### config.mk
export PLATFORM = sky130hd
export DESIGN_NAME = ldst_mmio_bridge
export DESIGN_NICKNAME = d
export VERILOG_FILES = /design/src/rtl/ldst_mmio_bridge.sv
export SDC_FILE = /design/constraint.sdc
export NUM_CORES = 1
export LEC_CHECK = 0
export ABC_AREA = 1
export CORE_ASPECT_RATIO = 1.2
export CORE_MARGIN = 5
export CORE_UTILIZATION = 30
export CTS_CLUSTER_SIZE = 28
export DETAILED_ROUTE_END_ITERATION = 16
export HOLD_SLACK_MARGIN = 0.15
export PLACE_DENSITY = 0.52
export SYNTH_ARGS = -nofsm -noshare
export SYNTH_HDL_FRONTEND = slang
export SYNTH_SLANG_ARGS = --single-unit
### constraint.sdc
create_clock -name clk -period 1.5 [get_ports clk]
set_input_delay 0.3 -clock clk [delete_from_list [all_inputs] [get_ports clk]]
set_output_delay 0.3 -clock clk [all_outputs]
set_load 0.05 [all_outputs]
### src/rtl/ldst_mmio_bridge.sv
// CPU load/store bridge: forwards RAM accesses and serves a small bank of
// memory-mapped peripheral registers, with a fixed 1-cycle read return.
module ldst_mmio_bridge #(
    parameter logic [15:0] RAM_TOP = 16'h7FFF,
    parameter int          SW_W    = 10
) (
    input  logic            clk,
    input  logic            reset,
    input  logic [15:0]     i_ldst_addr,
    input  logic            i_ldst_rd,
    input  logic            i_ldst_wr,
    input  logic [15:0]     i_ldst_wrdata,
    output logic [15:0]     o_ldst_rddata,
    output logic [15:0]     o_ram_addr,
    output logic            o_ram_rd,
    output logic            o_ram_wr,
    output logic [15:0]     o_ram_wrdata,
    input  logic [15:0]     i_ram_rddata,
    input  logic [SW_W-1:0] i_sw,
    output logic [SW_W-1:0] o_ledr,
    output logic [15:0]     o_hex
);

    localparam logic [2:0] IDX_LEDR   = 3'd0;
    localparam logic [2:0] IDX_HEX    = 3'd1;
    localparam logic [2:0] IDX_SW     = 3'd2;
    localparam logic [2:0] IDX_CYCLES = 3'd3;
    localparam logic [2:0] IDX_TIMER  = 3'd4;
    localparam logic [2:0] IDX_TSTAT  = 3'd5;

    logic            ram_sel;
    logic            mmio_sel;
    logic            rd_req;
    logic            mmio_wr;
    logic [2:0]      reg_idx;
    logic            wr_ledr;
    logic            wr_hex;
    logic            wr_timer;
    logic            wr_tstat;
    logic [15:0]     mmio_rdata;

    logic [SW_W-1:0] ledr_reg;
    logic [15:0]     hex_reg;
    logic [15:0]     cycles_reg;
    logic [15:0]     timer_reg;
    logic [15:0]     timer_next;
    logic            expired_reg;
    logic            expired_next;
    logic            src_ram_reg;
    logic [15:0]     rddata_reg;

    // Addresses above RAM_TOP without bit 15 decode to nothing at all.
    assign ram_sel  = (i_ldst_addr <= RAM_TOP);
    assign mmio_sel = ~ram_sel & i_ldst_addr[15];
    assign rd_req   = i_ldst_rd & ~i_ldst_wr;
    assign mmio_wr  = i_ldst_wr & mmio_sel;
    assign reg_idx  = i_ldst_addr[3:1];

    assign wr_ledr  = mmio_wr && (reg_idx == IDX_LEDR);
    assign wr_hex   = mmio_wr && (reg_idx == IDX_HEX);
    assign wr_timer = mmio_wr && (reg_idx == IDX_TIMER);
    assign wr_tstat = mmio_wr && (reg_idx == IDX_TSTAT);

    assign o_ram_addr   = i_ldst_addr;
    assign o_ram_wrdata = i_ldst_wrdata;
    assign o_ram_rd     = rd_req & ram_sel;
    assign o_ram_wr     = i_ldst_wr & ram_sel;

    assign o_ledr        = ledr_reg;
    assign o_hex         = hex_reg;
    assign o_ldst_rddata = src_ram_reg ? i_ram_rddata : rddata_reg;

    always_comb begin
        mmio_rdata = '0;
        case (reg_idx)
            IDX_LEDR:   mmio_rdata[SW_W-1:0] = ledr_reg;
            IDX_HEX:    mmio_rdata = hex_reg;
            IDX_SW:     mmio_rdata[SW_W-1:0] = i_sw;
            IDX_CYCLES: mmio_rdata = cycles_reg;
            IDX_TIMER:  mmio_rdata = timer_reg;
            IDX_TSTAT:  mmio_rdata[0] = expired_reg;
            default:    mmio_rdata = '0;
        endcase
    end

    // A load overrides the decrement, so no expiry fires in a load cycle;
    // expiry is applied after the clear so it wins a same-cycle race.
    always_comb begin
        timer_next   = timer_reg;
        expired_next = expired_reg;
        if (wr_tstat && i_ldst_wrdata[0]) begin
            expired_next = 1'b0;
        end
        if (wr_timer) begin
            timer_next = i_ldst_wrdata;
        end else if (timer_reg != 16'd0) begin
            timer_next = timer_reg - 16'd1;
            if (timer_reg == 16'd1) begin
                expired_next = 1'b1;
            end
        end
    end

    always_ff @(posedge clk) begin
        if (reset) begin
            ledr_reg    <= '0;
            hex_reg     <= '0;
            cycles_reg  <= '0;
            timer_reg   <= '0;
            expired_reg <= 1'b0;
            src_ram_reg <= 1'b0;
            rddata_reg  <= '0;
        end else begin
            cycles_reg  <= cycles_reg + 16'd1;
            timer_reg   <= timer_next;
            expired_reg <= expired_next;
            if (wr_ledr) begin
                ledr_reg <= i_ldst_wrdata[SW_W-1:0];
            end
            if (wr_hex) begin
                hex_reg <= i_ldst_wrdata;
            end
            // Capture the RAM word being returned so it holds once the
            // select drops back; a new non-RAM read replaces it.
            if (rd_req && !ram_sel) begin
                rddata_reg <= mmio_sel ? mmio_rdata : 16'h0000;
            end else if (src_ram_reg) begin
                rddata_reg <= i_ram_rddata;
            end
            src_ram_reg <= o_ram_rd;
        end
    end

endmodule

==> summary.md, run 1 <==
| Metric | Value |
|---|---|
| Outcome | `complete, but fails checks` |
| Violated checks | `setup timing` |
| Average via count per standard cell | `4.68` |
| DP Cell Count | `between 900 and 1000` |
| # diodes | `0` |
| Startpoint types | `flop` |
| Core ar. | `0.0145 mm2` |
| Die Span Y | `144 um` |
| Largest net degree at the start of global routing | `47` |
| WL met2 | `about 7500 um` |
| Fraction of layout cells with a size suffix above 1 | `approximately 28%` |
| Seq/Total Area, Yosys | `34.1%` |
| Fin worst setup slack | `-150 ps` |
| Data arrival, critical path | `1350 ps` |
| RSZ-0062 raised after global routing | `yes` |
| CP max stage cell | `dfxtp_4` |
| Post-layout util | `49.0%` |
| Period Utilization, post-route | `110%` |
| Sinks on Clock Net | `76` |
| Clock Path Buffers | `2` |
| Area Growth Syn to Fin | `58.8%` |
| Cts bufs inserted | `9` |
| Min-delay worst type | `in2reg` |
| Clk root buf | `clkbuf_16` |
| WL met3 | `around 880 um` |
| Gpl congestion | `0.885` |
| Gr usage total | `16.9%` |
| Worst path max stage delay | `390 ps` |
| Fin. max-slew vios | `0` |
| Final setup violation count | `16` |
| P_leak | `2.94 nW` |
| Dpl hpwl | `about 12000 um` |
| GRT overflow | `0` |
| M1 wire length | `6320 um` |
| Post-route setup TNS | `-2250 ps` |
| H-tree levels | `3` |
| First-pass GRT wire length | `approximately 23000 um` |
| Pwr Total | `0.00860 W` |
| Fin. Hold Viols | `0` |
| Net Count, Synth | `716` |
| Die Wd | `121 um` |
| Worst Hold Slack | `361 ps` |
| Worst EP required | `about 1200 ps` |
| Worst slew margin | `between 60% and 70%` |
| PwrDens | `1210 mW/mm2` |
| CP Class | `reg2out` |
| Synthesized area | `0.00447 mm2` |
| Worst setup EP type | `primary output` |
| Die area | `0.0174 mm2` |
| Warnings from Yosys | `0` |
| Final ANT Viol Nets | `0` |
| Worst-Margin Slew | `486 ps` |
| Latest clock arrival within the worst-skew pair | `approximately 340 ps` |
| Initial antenna violation count | `0` |
| Fin cells | `995` |
| CTS tree | `done` |
| Syn Inst Count | `650` |
| DR pass1 iterations | `4` |
| Flops & latches, synth | `76` |
| Crit Path Max Fanout | `8` |
| Residual DRC | `0` |
| Hold_buf cts | `0` |
| Area share of the largest cell type after synthesis | `34.1%` |
| Worst-path clk slew | `approximately 60 ps` |
| Setup Skew | `5.67 ps` |
| IO Pins | `138` |
| Synth area leaders | `dfxtp_1 34%, nand2_1 14%, buf_4 5.9%` |
| Port Buffers | `113` |
| Largest area contributor in the synthesized netlist | `dfxtp_1` |
| Peak supply drop | `0.000547 V` |
| DR iter-0 viols | `282` |
| Layout fillers | `1445` |
| Total of max-cap violations | `0` |
| Min Tclk post-route | `roughly 1600 ps` |
| Worst-path cell chain | `buf_12 > mux2_4 > buf_8` |
| Vias | `4660` |
| Routed WL per cell | `15.0 um` |
| Yosys cell types | `35` |
| FP Rows | `48` |
| Nets@finish | `856` |
| Syn Area/Cell | `6.87 um2` |
| Highest metal used | `met4` |
| Max frequency | `606 MHz` |
| Initial Util | `30.9%` |
| Final WL | `roughly 15000 um` |
| Vias in the first global route | `between 4000 and 5000` |
## path summary, 6_finish.rpt
check                           slack (ps)                         to  cells past startpoint                       from
worst max register to register         100  cycles_reg[15]$_SDFF_PP0_                      6   cycles_reg[0]$_SDFF_PP0_
worst min register to register         480  cycles_reg[14]$_SDFF_PP0_                      2  cycles_reg[14]$_SDFF_PP0_
worst min-delay path                   360     src_ram_reg$_SDFF_PP0_                      4                  i_ldst_rd
worst max-delay path                  -150          o_ldst_rddata[13]                      3     src_ram_reg$_SDFF_PP0_
## where the power goes
part / leakage (nW) / internal [W] / total, W / switching (W)
clock: 0.156 / 0.00147 / 0.00237 / 0.000906
combinational: 2.16 / 0.00156 / 0.00370 / 0.00214
sequential: 0.618 / 0.00227 / 0.00252 / 0.000251
## what timing repair did
| action | CTS | global route |
|---|---|---|
| setup buffers | 15 | 1 |
| gates resized for setup | 65 | 14 |
| pin swaps | 6 | 2 |
| cloned | 1 | 0 |
| endpoints found under the setup margin | 47 | 28 |
## placed cells by master, fill, tap and decap left out, drive strengths merged
cell / synthesis / layout
clkbuf: 6 / 9
a21oi: 59 / 59
dfxtp: 76 / 76
xnor2: 2 / 2
xor2: 4 / 4
clkinvlp: 0 / 1
clkdlybuf4s50: 0 / 42
buf: 52 / 139
nor4: 1 / 1
dlygate4sd2: 0 / 5
a211oi: 2 / 2
bufinv: 0 / 2
clkinv: 0 / 2
nand3: 45 / 45
dlymetal6s2s: 0 / 1
nand2: 170 / 170
nand3b: 2 / 2
nor3: 9 / 9
inv: 55 / 57
ha: 4 / 4
or2: 1 / 1
mux2: 16 / 16
o21ai: 47 / 47
nor2: 78 / 78
nand4: 21 / 21
## metal layers
layer	vias to the layer above	GRT usage (%)
li1	2370	-
met4	0	5.43
met1	2138	20.7
met5	-	0
met2	130	29.8
met3	22	3.11
## critical path: cells and delay by family, from the launching register on
family / cells / cell delay (ps)
muxes: 1 / 320
buffers and inverters: 2 / 290
DFF: 1 / 390
## layout make-up
| class | instances | area, um2 | share of cell area [%] |
|---|---|---|---|
| multi-input combinational | 461 | 2440 | 34.5 |
| timing repair buffer | 187 | 2340 | 32.9 |
| sequential | 76 | 1530 | 21.5 |
| tap | 200 | 250 | 3.53 |
| clock buffer | 9 | 225 | 3.18 |
| inverter | 55 | 211 | 2.98 |
| clock inverter | 7 | 98.8 | 1.39 |
## per-stage QoR
step | cell area (um2) | worst slack [ps]
2_1_floorplan | 4470 | 114
3_3_place_gp | 6370 | -434
3_5_place_dp | 6370 | -457
4_1_cts | 7040 | -170
5_1_grt | 7090 | -188
6_report | 7090 | -150
## cell families after synthesis
kind of cell,share of synthesized area [%]
buf+inv,13.9
fa+ha+maj,1.12
simple gates,32.3
xor+xnor,1.18
compound gates,13.4
mux,4.03
flops,34.1
## cells in the mapped netlist, drive strengths merged
cell type  count
nor4           1
dfxtp         76
mux2          16
nand2        170
xnor2          2
nand4         21
a211oi         2
o21ai         47
nor3           9
buf           52
a21oi         59
xor2           4
nor2          78
nand3b         2
inv           55
clkbuf         6
nand3         45
ha             4
or2            1
Power figures use the tool's default switching activity.
==> inputs of run 2 (changes only) <==
--- a/config.mk
+++ b/config.mk
@@ -13,6 +13,7 @@
 export DETAILED_ROUTE_END_ITERATION = 16
 export HOLD_SLACK_MARGIN = 0.15
 export PLACE_DENSITY = 0.52
+export SETUP_SLACK_MARGIN = 0.2
 export SYNTH_ARGS = -nofsm -noshare
 export SYNTH_HDL_FRONTEND = slang
 export SYNTH_SLANG_ARGS = --single-unit
==> summary.md, run 2 (synthesized netlist as in run 1, its figures left out) <==
| Metric | Value |
|---|---|
| Outcome | `complete, but fails checks (unchanged)` |
| Violated checks | `setup timing (unchanged)` |
| Crit path max-delay family | `flip-flops (unchanged)` |
| P_leak | `3.19 nW (was 2.94 nW)` |
| Initial antenna violation count | `0 (unchanged)` |
| Port Buffers | `113 (unchanged)` |
| Most common cell after layout, fill and taps aside | `nand2_1 (unchanged)` |
| H-tree levels | `3 (unchanged)` |
| Data arrival, critical path | `1360 ps (was 1350 ps)` |
| Fin. Hold Viols | `0 (unchanged)` |
| Hold Path Depth | `2 (was 4)` |
| Reg area | `0.00157 mm2 (was 0.00153 mm2)` |
| Clock Path Buffers | `2 (unchanged)` |
| PwrDens | `1330 mW/mm2 (was 1210 mW/mm2)` |
| Fin cells | `1018 (was 995)` |
| Vias in the first global route | `4683 (was 4571)` |
| Average via count per standard cell | `4.74 (was 4.68)` |
| R2R cell count | `7 (was 6)` |
| Die Wd | `121 um (unchanged)` |
| IO Pins | `138 (unchanged)` |
| Worst Hold Slack | `212 ps (was 361 ps)` |
| DR pass1 iterations | `5 (was 4)` |
| Area Growth Syn to Fin | `73.1% (was 58.8%)` |
| Largest net degree at the start of global routing | `47 (unchanged)` |
| Vias | `4830 (was 4660)` |
| Final setup violation count | `16 (unchanged)` |
| Worst setup EP type | `primary output (unchanged)` |
| Clk root buf | `clkbuf_16 (unchanged)` |
| Residual DRC | `0 (unchanged)` |
| Min-delay worst type | `in2reg (unchanged)` |
| Min Tclk post-route | `1660 ps (was 1650 ps)` |
| Worst-Margin Slew | `345 ps (was 486 ps)` |
| Setup Skew | `6.37 ps (was 5.67 ps)` |
| Peak supply drop | `0.000702 V (was 0.000547 V)` |
| GRT overflow | `0 (unchanged)` |
| Fin worst setup slack | `-155 ps (was -150 ps)` |
| Gpl congestion | `0.960 (was 0.885)` |
| Die Span Y | `144 um (unchanged)` |
| Final WL | `16400 um (was 15000 um)` |
| Nets@finish | `879 (was 856)` |
| Routed WL per cell | `16.1 um (was 15.0 um)` |
| Sinks on Clock Net | `76 (unchanged)` |
| Latest clock arrival within the worst-skew pair | `340 ps (about the same)` |
| CP max stage cell | `dfxtp_4 (unchanged)` |
| FP Rows | `48 (unchanged)` |
| Initial Util | `30.9% (unchanged)` |
| Final ANT Viol Nets | `0 (unchanged)` |
| Worst-path cell chain | `buf_16 > mux2_4 > buf_8 (was buf_12 > mux2_4 > buf_8)` |
| Hold Startpoint | `i_ldst_wr (was i_ldst_rd)` |
| First-pass GRT wire length | `24900 um (was 23100 um)` |
| Die area | `0.0174 mm2 (unchanged)` |
| Worst slew margin | `77.0% (was 67.6%)` |
| Area after DPL | `0.00640 mm2 (was 0.00637 mm2)` |
| Fraction of layout cells with a size suffix above 1 | `40.2% (was 28.2%)` |
| RSZ-0062 raised after global routing | `yes (unchanged)` |
| FF-to-FF setup slack | `80 ps (was 100 ps)` |
| RR Startpoint | `timer_reg[3]$_SDFFE_PP0P_ (was cycles_reg[0]$_SDFF_PP0_)` |
| Commonest cells after routing, fill and taps aside | `138 x nand2_1, 70 x buf_4, 56 x buf_12 (was 167 x nand2_1, 74 x dfxtp_1, 64 x buf_4)` |
| Max frequency | `604 MHz (was 606 MHz)` |
| Worst-path clk slew | `60 ps (about the same)` |
| Period Utilization, post-route | `110% (about the same)` |
| Post-layout util | `53.4% (was 49.0%)` |
| Startpoint types | `flop (unchanged)` |
| DP Cell Count | `961 (was 962)` |
| CTS tree | `done (unchanged)` |
| Gr usage total | `18.3% (was 16.9%)` |
| # diodes | `0 (unchanged)` |
| Hold_buf cts | `0 (unchanged)` |
| Layout fillers | `1347 (was 1445)` |
| Reg2reg end | `expired_reg$_SDFF_PP0_ (was cycles_reg[15]$_SDFF_PP0_)` |
| Pre-CTS setup slack | `-413 ps (was -457 ps)` |
| CP Buf/Inv Count | `2 (unchanged)` |
| Multi-input logic area | `0.00283 mm2 (was 0.00244 mm2)` |
| Design Area, Final | `0.00773 mm2 (was 0.00709 mm2)` |
| Hold Path End | `src_ram_reg$_SDFF_PP0_ (unchanged)` |
| Dpl hpwl | `12000 um (was 11700 um)` |
| Cts bufs inserted | `9 (unchanged)` |
| Fin. max-slew vios | `0 (unchanged)` |
| DR iter-0 viols | `219 (was 282)` |
| Worst EP required | `1200 ps (about the same)` |
| Core ar. | `0.0145 mm2 (unchanged)` |
| CP Class | `reg2out (unchanged)` |
| Worst path max stage delay | `390 ps (about the same)` |
| Total of max-cap violations | `0 (unchanged)` |
| Crit Path Max Fanout | `8 (unchanged)` |
[run 2: cell types whose count changed in the layout (fill, tap and decap cells not counted), sizes merged]
cell           delta
clkbuf            +8
clkdlybuf4s15     +1
dlygate4sd2      +11
bufinv            -2
clkdlybuf4s50    -15
inv               -2
buf              +23
clkinvlp          -1
[run 2: how the worst max path moves through the flow]
| stage | start | endpoint | cells past startpoint |
|---|---|---|---|
| after floorplan | src_ram_reg$_SDFF_PP0_ | o_ldst_rddata[11] | 3 |
| after global placement | i_ldst_addr[1] | timer_reg[0]$_SDFFE_PP0P_ | 9 |
| after detailed placement | i_ldst_addr[1] | expired_reg$_SDFF_PP0_ | 10 |
| after CTS | src_ram_reg$_SDFF_PP0_ | o_ldst_rddata[15] | 3 |
| after global routing | src_ram_reg$_SDFF_PP0_ | o_ldst_rddata[15] | 3 |
| final | src_ram_reg$_SDFF_PP0_ | o_ldst_rddata[15] | 3 |
[run 2: final cells by class]
cell class | instances | area share (%)
clock buffers | 14 | 3.29
well taps | 200 | 3.24
clock inverters | 2 | 0.130
repair buffers | 210 | 33.6
inverters | 55 | 2.77
multi-input cells | 461 | 36.6
flip-flops and latches | 76 | 20.3
[run 2: timing repair]
action,in CTS,in global routing
setup endpoints to repair,99,60
gates resized for setup,184,62
gates cloned,3,0
buffers inserted,31,7
pin swaps,30,37
[run 2: power by group]
group	switching, W	total, W	leakage (nW)	internal, W
Clock	0.000832	0.00199	0.131	0.00116
Combinational	0.00297	0.00554	2.43	0.00258
Sequential	0.000389	0.00273	0.628	0.00234
Total	0.00419	0.0103	3.19	0.00607
[run 2: per-stage QoR]
step / setup TNS, ps / power, W
after floorplan: 0 / 0.00499
after global placement: -16150 / 0.00620
after CTS: -2540 / 0.00971
after global routing: -2880 / 0.0109
final: -2360 / 0.0103
after detailed placement: -16870 / 0.00622
[run 2: routing by layer]
layer / GRT usage (%) / up-vias / wire length (um)
li1: - / 2420 / -
met1: 22.4 / 2222 / 6700
met2: 32.4 / 167 / 8360
met3: 3.62 / 21 / 1110
met4: 5.13 / 0 / 261
met5: 0 / - / 0
==> inputs of run 3 (changes only) <==
--- a/config.mk
+++ b/config.mk
@@ -8,11 +8,11 @@
 export ABC_AREA = 1
 export CORE_ASPECT_RATIO = 1.2
 export CORE_MARGIN = 5
-export CORE_UTILIZATION = 30
+export CORE_UTILIZATION = 29
 export CTS_CLUSTER_SIZE = 28
 export DETAILED_ROUTE_END_ITERATION = 16
 export HOLD_SLACK_MARGIN = 0.15
-export PLACE_DENSITY = 0.52
+export PLACE_DENSITY = 0.5
 export SETUP_SLACK_MARGIN = 0.2
 export SYNTH_ARGS = -nofsm -noshare
 export SYNTH_HDL_FRONTEND = slang
==> summary.md, run 3 (synthesized netlist as in run 1, its figures left out) <==
| Metric | Value |
|---|---|
| First-pass GRT wire length | `24800 um (was 24900 um)` |
| Startpoint types | `flop (unchanged)` |
| Gpl congestion | `0.918 (was 0.960)` |
| Final setup violation count | `16 (unchanged)` |
| Vias | `4791 (was 4830)` |
| Total of max-cap violations | `0 (unchanged)` |
| CP Class | `reg2out (unchanged)` |
| Clk root buf | `clkbuf_16 (unchanged)` |
| Clock Path Buffers | `2 (unchanged)` |
| IO Pins | `138 (unchanged)` |
| Port Buffers | `113 (unchanged)` |
| Gr usage total | `17.4% (was 18.3%)` |
| Fin cells | `1013 (was 1018)` |
| Routed WL per cell | `15.8 um (was 16.1 um)` |
| Clk pwr share | `23.4% (was 19.4%)` |
| Crit path max-delay family | `flip-flops (unchanged)` |
| Fraction of layout cells with a size suffix above 1 | `40.3% (was 40.2%)` |
| Die area | `0.0180 mm2 (was 0.0174 mm2)` |
| Initial Util | `29.6% (was 30.9%)` |
| Area Growth Syn to Fin | `72.2% (was 73.1%)` |
| Combinational Power Share | `51.4% (was 54.0%)` |
| Final WL | `16000 um (was 16400 um)` |
| Reg area | `0.00156 mm2 (was 0.00157 mm2)` |
| Core ar. | `0.0151 mm2 (was 0.0145 mm2)` |
| FP Rows | `49 (was 48)` |
| Vias in the first global route | `4608 (was 4683)` |
| Data arrival, critical path | `1350 ps (was 1360 ps)` |
| Sw Share | `39.6% (was 40.8%)` |
| Min Tclk post-route | `1650 ps (was 1660 ps)` |
| Violated checks | `setup timing (unchanged)` |
| CTS tree | `done (unchanged)` |
| # diodes | `0 (unchanged)` |
| Sinks on Clock Net | `76 (unchanged)` |
| Most common cell after layout, fill and taps aside | `nand2_1 (unchanged)` |
| Worst Hold Slack | `240 ps (was 212 ps)` |
| Nets@finish | `870 (was 879)` |
| Average via count per standard cell | `4.73 (was 4.74)` |
| Final ANT Viol Nets | `0 (unchanged)` |
| Worst EP required | `1200 ps (about the same)` |
| CP Buf/Inv Count | `2 (unchanged)` |
| Min-delay worst type | `in2reg (unchanged)` |
| Die Span Y | `146 um (was 144 um)` |
| Largest net degree at the start of global routing | `47 (unchanged)` |
| RSZ-0062 raised after global routing | `yes (unchanged)` |
| Fin. max-slew vios | `0 (unchanged)` |
| Multi-input logic area | `0.00284 mm2 (was 0.00283 mm2)` |
| Fin worst setup slack | `-153 ps (was -155 ps)` |
| Worst slew margin | `79.6% (was 77.0%)` |
| Commonest cells after routing, fill and taps aside | `134 x nand2_1, 68 x buf_4, 58 x dfxtp_1 (was 138 x nand2_1, 70 x buf_4, 56 x buf_12)` |
| DR pass1 iterations | `4 (was 5)` |
| GRT overflow | `0 (unchanged)` |
| Peak supply drop | `0.000953 V (was 0.000702 V)` |
| Max frequency | `605 MHz (was 604 MHz)` |
| Worst-path cell chain | `buf_12 > mux2_4 > buf_6 (was buf_16 > mux2_4 > buf_8)` |
| Outcome | `complete, but fails checks (unchanged)` |
| CP max stage cell | `dfxtp_4 (unchanged)` |
| Worst-path clk slew | `60 ps (about the same)` |
| Cts bufs inserted | `9 (unchanged)` |
| Period Utilization, post-route | `110% (about the same)` |
| Fin. Hold Viols | `0 (unchanged)` |
| Worst-Margin Slew | `305 ps (was 345 ps)` |
| Pre-CTS setup slack | `-431 ps (was -413 ps)` |
| Latest clock arrival within the worst-skew pair | `340 ps (about the same)` |
| Layout fillers | `1485 (was 1347)` |
| Initial antenna violation count | `0 (unchanged)` |
| DP Cell Count | `964 (was 961)` |
| Sequential share of power | `25.2% (was 26.6%)` |
| DR iter-0 viols | `235 (was 219)` |
| Net Sw Power | `0.00415 W (was 0.00419 W)` |
| P_int | `0.00632 W (was 0.00607 W)` |
| Worst path max stage delay | `390 ps (about the same)` |
| Dpl hpwl | `12100 um (was 12000 um)` |
| Residual DRC | `0 (unchanged)` |
| Die Wd | `123 um (was 121 um)` |
| Setup Skew | `8.69 ps (was 6.37 ps)` |
| P_leak | `3.18 nW (was 3.19 nW)` |
| Crit Path Max Fanout | `8 (unchanged)` |
| PwrDens | `1360 mW/mm2 (was 1330 mW/mm2)` |
| H-tree levels | `3 (unchanged)` |
| Worst setup EP type | `primary output (unchanged)` |
run 3: changes by cell type in the layout (fill, tap and decap cells not counted), sizes merged:
cell and delta:
buf -10, bufinv +2, clkbuf -2, clkdlybuf4s15 +2, dlygate4sd2 -3, dlymetal6s2s +2
run 3: final cells by class:
type,count,share of cell area (%)
multi-input combinational,461,36.9
timing repair buffer,201,32.2
sequential,76,20.3
clock buffer,12,3.47
tap,204,3.32
inverter,55,2.81
clock inverter,4,0.911
run 3: per-stage QoR:
step	util (%)	setup TNS (ps)	instance area [um2]	total power [W]
after floorplan	-	0	4490	0.00499
after global routing	51.0	-2820	7690	0.0111
after detailed placement	42.3	-19200	6380	0.00610
final	51.0	-2250	7690	0.0105
after global placement	42.3	-17980	6380	0.00608
after CTS	49.3	-2650	7430	0.00997
run 3: final timing paths:
path	from	endpoint	slack (ps)	cells after the start
max	src_ram_reg$_SDFF_PP0_	o_ldst_rddata[15]	-150	3
min	i_ldst_wr	src_ram_reg$_SDFF_PP0_	240	3
max reg2reg	timer_reg[0]$_SDFFE_PP0P_	expired_reg$_SDFF_PP0_	70	8
min reg2reg	cycles_reg[14]$_SDFF_PP0_	cycles_reg[14]$_SDFF_PP0_	490	2
run 3: tightest hold or removal path, cell delays in order:
cell and delay [ps]:
clkbuf_2 100, buf_6 100, nor4_1 40
run 3: layer usage:
metal	vias to the layer above	wire, um	track usage (%)
met5	-	0	0
met4	0	184	4.10
met3	19	846	3.03
met2	133	8210	29.9
met1	2240	6800	22.6
li1	2399	-	-
run 3: power by group through the flow:
stage                     sequential [W]  combinational (W)  clock (W)
after global routing             0.00267            0.00587    0.00258
after floorplan                  0.00255            0.00244          0
after CTS                        0.00261            0.00488    0.00248
after detailed placement         0.00257            0.00354          0
after global placement           0.00256            0.00351          0
final                            0.00264            0.00538    0.00245
run 3: what timing repair did:
action | 4_1_cts | 5_1_grt
hold buffers | 0 | 0
setup buffers | 23 | 8
gates resized for setup | 166 | 69
pin swaps | 32 | 37
endpoints found under the setup margin | 99 | 56
cloned | 2 | 0
